$ cat config.mk
export PLATFORM = sky130hd
export DESIGN_NAME = rsu_block_responder
export DESIGN_NICKNAME = d
export VERILOG_FILES = /design/src/rtl/rsu_pkg.sv /design/src/rtl/rsu_sync.sv /design/src/rtl/rsu_block_responder.sv
export SDC_FILE = /design/constraint.sdc
export NUM_CORES = 1
export LEC_CHECK = 0
export ABC_AREA = 1
export BUFFER_PORTS_ARGS = -buffer_cell sky130_fd_sc_hd__buf_4
export CAP_MARGIN = 40
export CORE_AREA = 2 2 61 63
export DETAILED_ROUTE_END_ITERATION = 8
export DIE_AREA = 0 0 63 65
export PLACE_DENSITY = 0.68
export SETUP_SLACK_MARGIN = 0.05
export SLEW_MARGIN = 20
export SYNTH_ARGS = -nofsm -noshare
export SYNTH_HDL_FRONTEND = slang
export SYNTH_SLANG_ARGS = --single-unit
$ cat constraint.sdc
create_clock -name clk -period 1.36 [get_ports clk]
set_input_delay 0.068 -clock clk [delete_from_list [all_inputs] [get_ports clk]]
set_output_delay 0.068 -clock clk [all_outputs]
set_load 0.03 [all_outputs]
$ cat src/rtl/rsu_pkg.sv
`default_nettype none
// ============================================================================
// Module      : rsu_pkg
// Description : Shared types and constants for the RSU block responder.
//               Contents:
//                 - image_t     : 2-bit image index.
//                 - IMG_FACTORY : image selected on a watchdog timeout.
//                 - SR_WIDTH    : width of the serial shift register.
//                 - cfg_state_t : states of the nCONFIG qualification FSM.
// Revision    : 1.0 - initial release
// ============================================================================
package rsu_pkg;

   typedef logic [1:0] image_t;

   localparam image_t IMG_FACTORY = 2'd0;
   localparam int     SR_WIDTH    = 4;

   typedef enum logic [1:0] {
      CFG_IDLE  = 2'd0,
      CFG_HOLD  = 2'd1,
      CFG_APPLY = 2'd2
   } cfg_state_t;

endpackage : rsu_pkg
`default_nettype wire

$ cat src/rtl/rsu_sync.sv
`default_nettype none
// ============================================================================
// Module      : rsu_sync
// Description : N-bit multi-stage synchronizer with a per-bit reset value.
//               Every bit passes through the same number of flops, so
//               signals that were aligned at the input stay aligned at the
//               output.
// Ports       :
//   clk      in   system clock
//   reset    in   synchronous, active-low reset
//   rst_val  in   [WIDTH]  value loaded into every stage during reset
//   d        in   [WIDTH]  asynchronous input bus
//   q        out  [WIDTH]  synchronized bus (last stage)
// Revision    : 1.0 - initial release
// ============================================================================
module rsu_sync #(
   parameter int WIDTH  = 1,
   parameter int STAGES = 2
) (
   input  logic             clk,
   input  logic             reset,
   input  logic [WIDTH-1:0] rst_val,
   input  logic [WIDTH-1:0] d,
   output logic [WIDTH-1:0] q
);

   logic [WIDTH-1:0] r_stage [STAGES];

   always_ff @(posedge clk) begin
      if (!reset) begin
         for (int i = 0; i < STAGES; i++) begin
            r_stage[i] <= rst_val;
         end
      end else begin
         r_stage[0] <= d;
         for (int i = 1; i < STAGES; i++) begin
            r_stage[i] <= r_stage[i-1];
         end
      end
   end

   assign q = r_stage[STAGES-1];

endmodule : rsu_sync
`default_nettype wire

$ cat src/rtl/rsu_block_responder.sv
`default_nettype none
// ============================================================================
// Module      : rsu_block_responder
// Description : Emulates the MAX10 dual-image remote-system-upgrade block.
//               A 4-bit serial shift register is clocked by RU_CLK edges
//               detected in the clk domain. Each edge performs a shift,
//               a capture of {cur_image, upd_image}, or an update of
//               upd_image.
//               A qualified RU_nCONFIG pulse switches cur_image to
//               upd_image. A watchdog falls back to the factory image
//               unless RU_nRSTIMER restarts it in time.
// Ports       :
//   clk           in   system clock
//   reset         in   synchronous, active-low reset
//   RU_CLK        in   serial clock from master (asynchronous)
//   RU_DIN        in   serial data, shifted into sr MSB
//   RU_DOUT       out  serial data out, registered sr[0]
//   RU_SHIFTnLD   in   1 = shift, 0 = capture/update
//   RU_CAPTnUPDT  in   with SHIFTnLD=0: 1 = capture, 0 = update
//   RU_nCONFIG    in   active-low reconfigure request
//   RU_nRSTIMER   in   active-low watchdog restart
//   cur_image     out  [2] image currently running
//   upd_image     out  [2] image selected for next reconfig
//   reconfig      out  one-cycle pulse on every image switch
//   wdt_timeout   out  sticky: last switch was caused by the watchdog
// Revision    : 1.0 - initial release
// ============================================================================
module rsu_block_responder
   import rsu_pkg::*;
#(
   parameter int         parSyncStages = 2,
   parameter int         parNcfgMin    = 4,
   parameter int         parWdtCycles  = 1000,
   parameter int         parWdtEnable  = 1,
   parameter logic [1:0] parBootImage  = 2'd1
) (
   input  logic       clk,
   input  logic       reset,
   input  logic       RU_CLK,
   input  logic       RU_DIN,
   output logic       RU_DOUT,
   input  logic       RU_SHIFTnLD,
   input  logic       RU_CAPTnUPDT,
   input  logic       RU_nCONFIG,
   input  logic       RU_nRSTIMER,
   output logic [1:0] cur_image,
   output logic [1:0] upd_image,
   output logic       reconfig,
   output logic       wdt_timeout
);

   localparam int c_NCFG_W = $clog2(parNcfgMin + 1);
   localparam int c_WDT_W  = (parWdtCycles > 1) ? $clog2(parWdtCycles) : 1;

   localparam logic [c_NCFG_W-1:0] c_NCFG_MIN = c_NCFG_W'(parNcfgMin);
   localparam logic [c_WDT_W-1:0]  c_WDT_LAST = c_WDT_W'(parWdtCycles - 1);

   // Bus order: {nRSTIMER, nCONFIG, CAPTnUPDT, SHIFTnLD, DIN, CLK}.
   // The active-low requests reset to their inactive (high) level.
   localparam logic [5:0] c_SYNC_RST = 6'b110000;

   // ------------------------------------------------------------------
   // Input synchronization
   // ------------------------------------------------------------------
   logic [5:0] w_ru_raw;
   logic [5:0] w_ru_sync;
   logic       w_clk_s;
   logic       w_din_s;
   logic       w_shift_s;
   logic       w_capt_s;
   logic       w_ncfg_s;
   logic       w_nrst_s;

   assign w_ru_raw = {RU_nRSTIMER, RU_nCONFIG, RU_CAPTnUPDT,
                      RU_SHIFTnLD, RU_DIN, RU_CLK};

   rsu_sync #(
      .WIDTH  (6),
      .STAGES (parSyncStages)
   ) u_sync (
      .clk     (clk),
      .reset   (reset),
      .rst_val (c_SYNC_RST),
      .d       (w_ru_raw),
      .q       (w_ru_sync)
   );

   assign {w_nrst_s, w_ncfg_s, w_capt_s, w_shift_s, w_din_s, w_clk_s} = w_ru_sync;

   // ------------------------------------------------------------------
   // State
   // ------------------------------------------------------------------
   cfg_state_t             r_state;
   cfg_state_t             w_state_next;
   logic [c_NCFG_W-1:0]    r_ncfg_cnt;
   logic [c_NCFG_W-1:0]    w_ncfg_cnt_next;
   logic                   w_apply;

   logic                   r_clk_prev;
   logic [SR_WIDTH-1:0]    r_sr;
   logic                   r_dout;
   image_t                 r_cur;
   image_t                 r_upd;
   logic                   r_reconfig;
   logic                   r_wdt_to;
   logic [c_WDT_W-1:0]     r_wdt_cnt;

   logic                   w_edge;
   logic                   w_do_shift;
   logic                   w_do_capt;
   logic                   w_do_updt;
   logic                   w_wdt_run;
   logic                   w_wdt_inc;
   logic                   w_expire;

   // Edges are dropped while a reconfigure request is held low and in the
   // APPLY cycle, where sr is being cleared.
   assign w_edge     = w_clk_s & ~r_clk_prev & w_ncfg_s & (r_state != CFG_APPLY);
   assign w_do_shift = w_edge &  w_shift_s;
   assign w_do_capt  = w_edge & ~w_shift_s &  w_capt_s;
   assign w_do_updt  = w_edge & ~w_shift_s & ~w_capt_s;

   // The restart request beats an expiry in the same cycle.
   assign w_wdt_run = (parWdtEnable != 0) && (r_cur != IMG_FACTORY);
   assign w_expire  = w_wdt_run && w_nrst_s && (r_wdt_cnt == c_WDT_LAST);
   assign w_wdt_inc = w_wdt_run && w_nrst_s && (r_state == CFG_IDLE);

   // ------------------------------------------------------------------
   // nCONFIG qualification FSM
   // ------------------------------------------------------------------
   always_ff @(posedge clk) begin
      if (!reset) begin
         r_state    <= CFG_IDLE;
         r_ncfg_cnt <= '0;
      end else begin
         r_state    <= w_state_next;
         r_ncfg_cnt <= w_ncfg_cnt_next;
      end
   end

   always_comb begin
      w_state_next    = r_state;
      w_ncfg_cnt_next = r_ncfg_cnt;
      w_apply         = 1'b0;
      case (r_state)
         CFG_IDLE: begin
            if (!w_ncfg_s) begin
               w_state_next    = CFG_HOLD;
               w_ncfg_cnt_next = c_NCFG_W'(1);
            end
         end
         CFG_HOLD: begin
            if (!w_ncfg_s) begin
               // Saturate so long pulses cannot wrap back under the minimum.
               if (r_ncfg_cnt < c_NCFG_MIN) begin
                  w_ncfg_cnt_next = r_ncfg_cnt + c_NCFG_W'(1);
               end
            end else if (r_ncfg_cnt >= c_NCFG_MIN) begin
               w_state_next = CFG_APPLY;
            end else begin
               w_state_next = CFG_IDLE;
            end
         end
         CFG_APPLY: begin
            w_apply      = 1'b1;
            w_state_next = CFG_IDLE;
         end
         default: begin
            w_state_next = CFG_IDLE;
         end
      endcase
   end

   // ------------------------------------------------------------------
   // Datapath: shift register, image registers, watchdog
   // ------------------------------------------------------------------
   always_ff @(posedge clk) begin
      if (!reset) begin
         r_clk_prev <= 1'b0;
         r_sr       <= '0;
         r_dout     <= 1'b0;
         r_cur      <= parBootImage;
         r_upd      <= parBootImage;
         r_reconfig <= 1'b0;
         r_wdt_to   <= 1'b0;
         r_wdt_cnt  <= '0;
      end else begin
         r_clk_prev <= w_clk_s;
         r_dout     <= r_sr[0];
         r_reconfig <= w_expire | w_apply;

         if (w_apply) begin
            r_sr <= '0;
         end else if (w_do_shift) begin
            r_sr <= {w_din_s, r_sr[SR_WIDTH-1:1]};
         end else if (w_do_capt) begin
            r_sr <= {r_cur, r_upd};
         end

         // Watchdog expiry has priority over a simultaneous APPLY.
         if (w_expire) begin
            r_cur     <= IMG_FACTORY;
            r_upd     <= IMG_FACTORY;
            r_wdt_to  <= 1'b1;
            r_wdt_cnt <= '0;
         end else if (w_apply) begin
            r_cur     <= r_upd;
            r_wdt_to  <= 1'b0;
            r_wdt_cnt <= '0;
         end else begin
            if (w_do_updt) begin
               r_upd <= r_sr[1:0];
            end
            if (!w_nrst_s) begin
               r_wdt_cnt <= '0;
            end else if (w_wdt_inc) begin
               r_wdt_cnt <= r_wdt_cnt + c_WDT_W'(1);
            end
         end
      end
   end

   assign RU_DOUT     = r_dout;
   assign cur_image   = r_cur;
   assign upd_image   = r_upd;
   assign reconfig    = r_reconfig;
   assign wdt_timeout = r_wdt_to;

endmodule : rsu_block_responder
`default_nettype wire

==> reports/results.txt <==
Wire per inst = 10.18 µm
Initial antenna violation count = 0
Place WS = 0.1002 ns
Worst r2r src = r_wdt_cnt[1]
Total CTS buffers = 5
Final wirelength = 3155 µm
Worst r2r dst = cur_image[0]
Worst Setup End Kind = flip-flop
Post-synth ARST share = 0%
Yosys warns = 0
TritonCTS clock tree = done
Synth area leaders = dfxtp_1 (45%), nand2_1 (15%), inv_1 (8.5%)
Flops & latches, synth = 39
Hold worst-path end = upd_image[0]
Critical path startpoint category = flip-flop
Critical Path Fanout Max = 3
Port bufs = 14
Cell with the most instances after synthesis = nand2_1
Diodes inserted = 0
Req. time, crit path = 1.60 ns
Post-layout util = 59.41%
# IOs = 15
Critical path type = reg -> reg
Core area = 3496 µm²
Placed Instances = 296
Hold slack = 0.01019 ns
Fmax = 0.8062 GHz
Final Cycle Share = 91.20%
Number of global-route vias before repair = 1,369
Max-cap violations = 0
GR Overflow Total = 0
Clock sink count = 39
Final nets = 271
Commonest cells post-synth = nand2_1 (68), dfxtp_1 (39), inv_1 (39)
Pleak = 0.9886 nW
Vias = 1,439
Area leader, netlist = dfxtp_1
Die area = 4095 µm²
Final Cell Area = 2077 µm²
Post-route ant nets = 0
Reg2Reg Depth = 8
H-tree depth = 2
RSZ-0062 raised after global routing = false
Syn_nets = 242
Die width = 63 µm
Starting DRT DRC Count = 67
Largest net degree at the start of global routing = 18
Skew-Pair Late Insertion Delay = 0.35 ns
Post-route insts no fill = 310
DP Area = 1914 µm²
DR vias/cell = 4.642
Worst slew pin tran = 0.2966 ns
Post-synthesis sequential area ratio = 45.25%
Crit path DAT = 1.48 ns
# rows = 22
Syn Std Cell Area = 1725 µm²
Slew Limit Fails = 0
Pwr Density = 1024 nW/µm²
Drc violations = 0
Post-route setup slack = 0.1197 ns
TritonRoute pass-1 iters = 4
Max VDD drop = 0.0006237 V
FF-to-FF setup slack = 0.12 ns
Synth cell types = 28
Share of layout cells above drive strength 1 = 24.05%
Root Driver = clkbuf_4
First-pass GRT wire length = 5623 µm
Power Total = 2.127 mW
Setup Viol. Count Final = 0
Tightest Hold Check Type = in -> reg
Syn Inst Count = 232
Setup bufs post-CTS = 0
Clock tree buffer depth = 2
Area Overhead vs Synth = 20.38%
Gpl congestion = 0.7973
Sum Neg Setup Slack = 0 ns
Post-synth EDFFs = 0
Final Hold Fails = 0
Worst clock skew = 0.01387 ns
Status = finished clean
Chip height = 65 µm
Slew headroom = 80.15%
Synth Area per Inst = 7.437 µm²
Hold path depth = 2
Gr usage total = 17.45%
Clock transition at path regs = 0.12 ns
Top FF cell, synth = dfxtp_1
Synth top area share = 45.25%
Final min period = 1.240 ns
Starting density of the core = 49.36%
HPWL after detailed placement = 2276 µm
Min-delay src = reset
==> flip-flops by register name, summed over array words and instances (netlist names) <==
register and count:
cur_image 2, r_wdt_cnt 10, upd_image 2, wdt_timeout 1, r_state 2, RU_DOUT 1
r_ncfg_cnt 3, r_clk_prev 1, r_sr 4, reconfig 1, u_sync.r_stage 12
==> placed cells by master, fill, tap and decap left out, types with 3 or more instances in the layout <==
cell type | synthesis | routed
nor3_2 | 3 | 3
clkbuf_4 | 0 | 5
nand3_1 | 11 | 11
dfxtp_2 | 0 | 9
nor3_1 | 3 | 3
o21ai_0 | 6 | 6
nand2_1 | 68 | 68
dlygate4sd3_1 | 0 | 6
xor2_1 | 3 | 3
a21oi_1 | 16 | 16
nor2_1 | 11 | 11
nand4_1 | 3 | 3
inv_2 | 3 | 4
or2_2 | 4 | 4
dfxtp_1 | 39 | 30
buf_4 | 1 | 19
inv_1 | 39 | 38
nor2_2 | 5 | 5
==> kinds of logic after synthesis <==
kind of cell               share of synthesized area (%)
and+or+nand+nor                                    33.21
buffers and inverters                              10.08
DFF                                                45.25
AOI/OAI and AO/OA                                  8.485
xor gates and xnor gates                           1.523
adders and majority gates                          1.450
==> power breakdown <==
part           switching, mW  internal [mW]
Clock                  0.387          0.387
Sequential            0.0199           1.18
Combinational         0.0872         0.0713
==> layout make-up <==
type | count | area [µm²]
Fill cell | 344 | 1419
Multi-Input combinational cell | 148 | 783.3
Timing Repair Buffer | 25 | 202.7
Clock buffer | 5 | 37.54
Inverter | 42 | 157.7
Tap cell | 48 | 60.06
Clock inverter | 3 | 43.79
Sequential cell | 39 | 792.0
==> worst max-delay path: stages, from the launching register on <==
cell and delay, ns:
dfxtp_2 0.38, ha_4 0.13, inv_2 0.05, nor3_4 0.21
nand2_1 0.07, nor2_1 0.09, nor2_1 0.07, nand2_1 0.07
nand3_1 0.06
==> worst max path at each step <==
stage,to,startpoint
after floorplan,cur_image[0],r_wdt_cnt[0]
after global placement,cur_image[0],r_wdt_cnt[1]
after detailed placement,cur_image[0],r_wdt_cnt[1]
after CTS,cur_image[0],r_wdt_cnt[1]
after global routing,cur_image[0],r_wdt_cnt[1]
final,cur_image[0],r_wdt_cnt[1]
==> per-layer routing <==
layer	track usage (%)	vias up	share of wire [%]
met5	0	-	0
met4	9.167	0	1.3
met3	3.125	4	4.0
met2	30.45	27	48
met1	20.39	631	47
li1	-	777	-
==> what timing repair did <==
| item | CTS | global route |
|---|---|---|
| hold buffers | 6 | 0 |
| resized for setup | 0 | 10 |
| endpoints found under the setup margin | 0 | 13 |
| endpoints found under the hold margin | 6 | 0 |
Power figures use the tool's default switching activity.
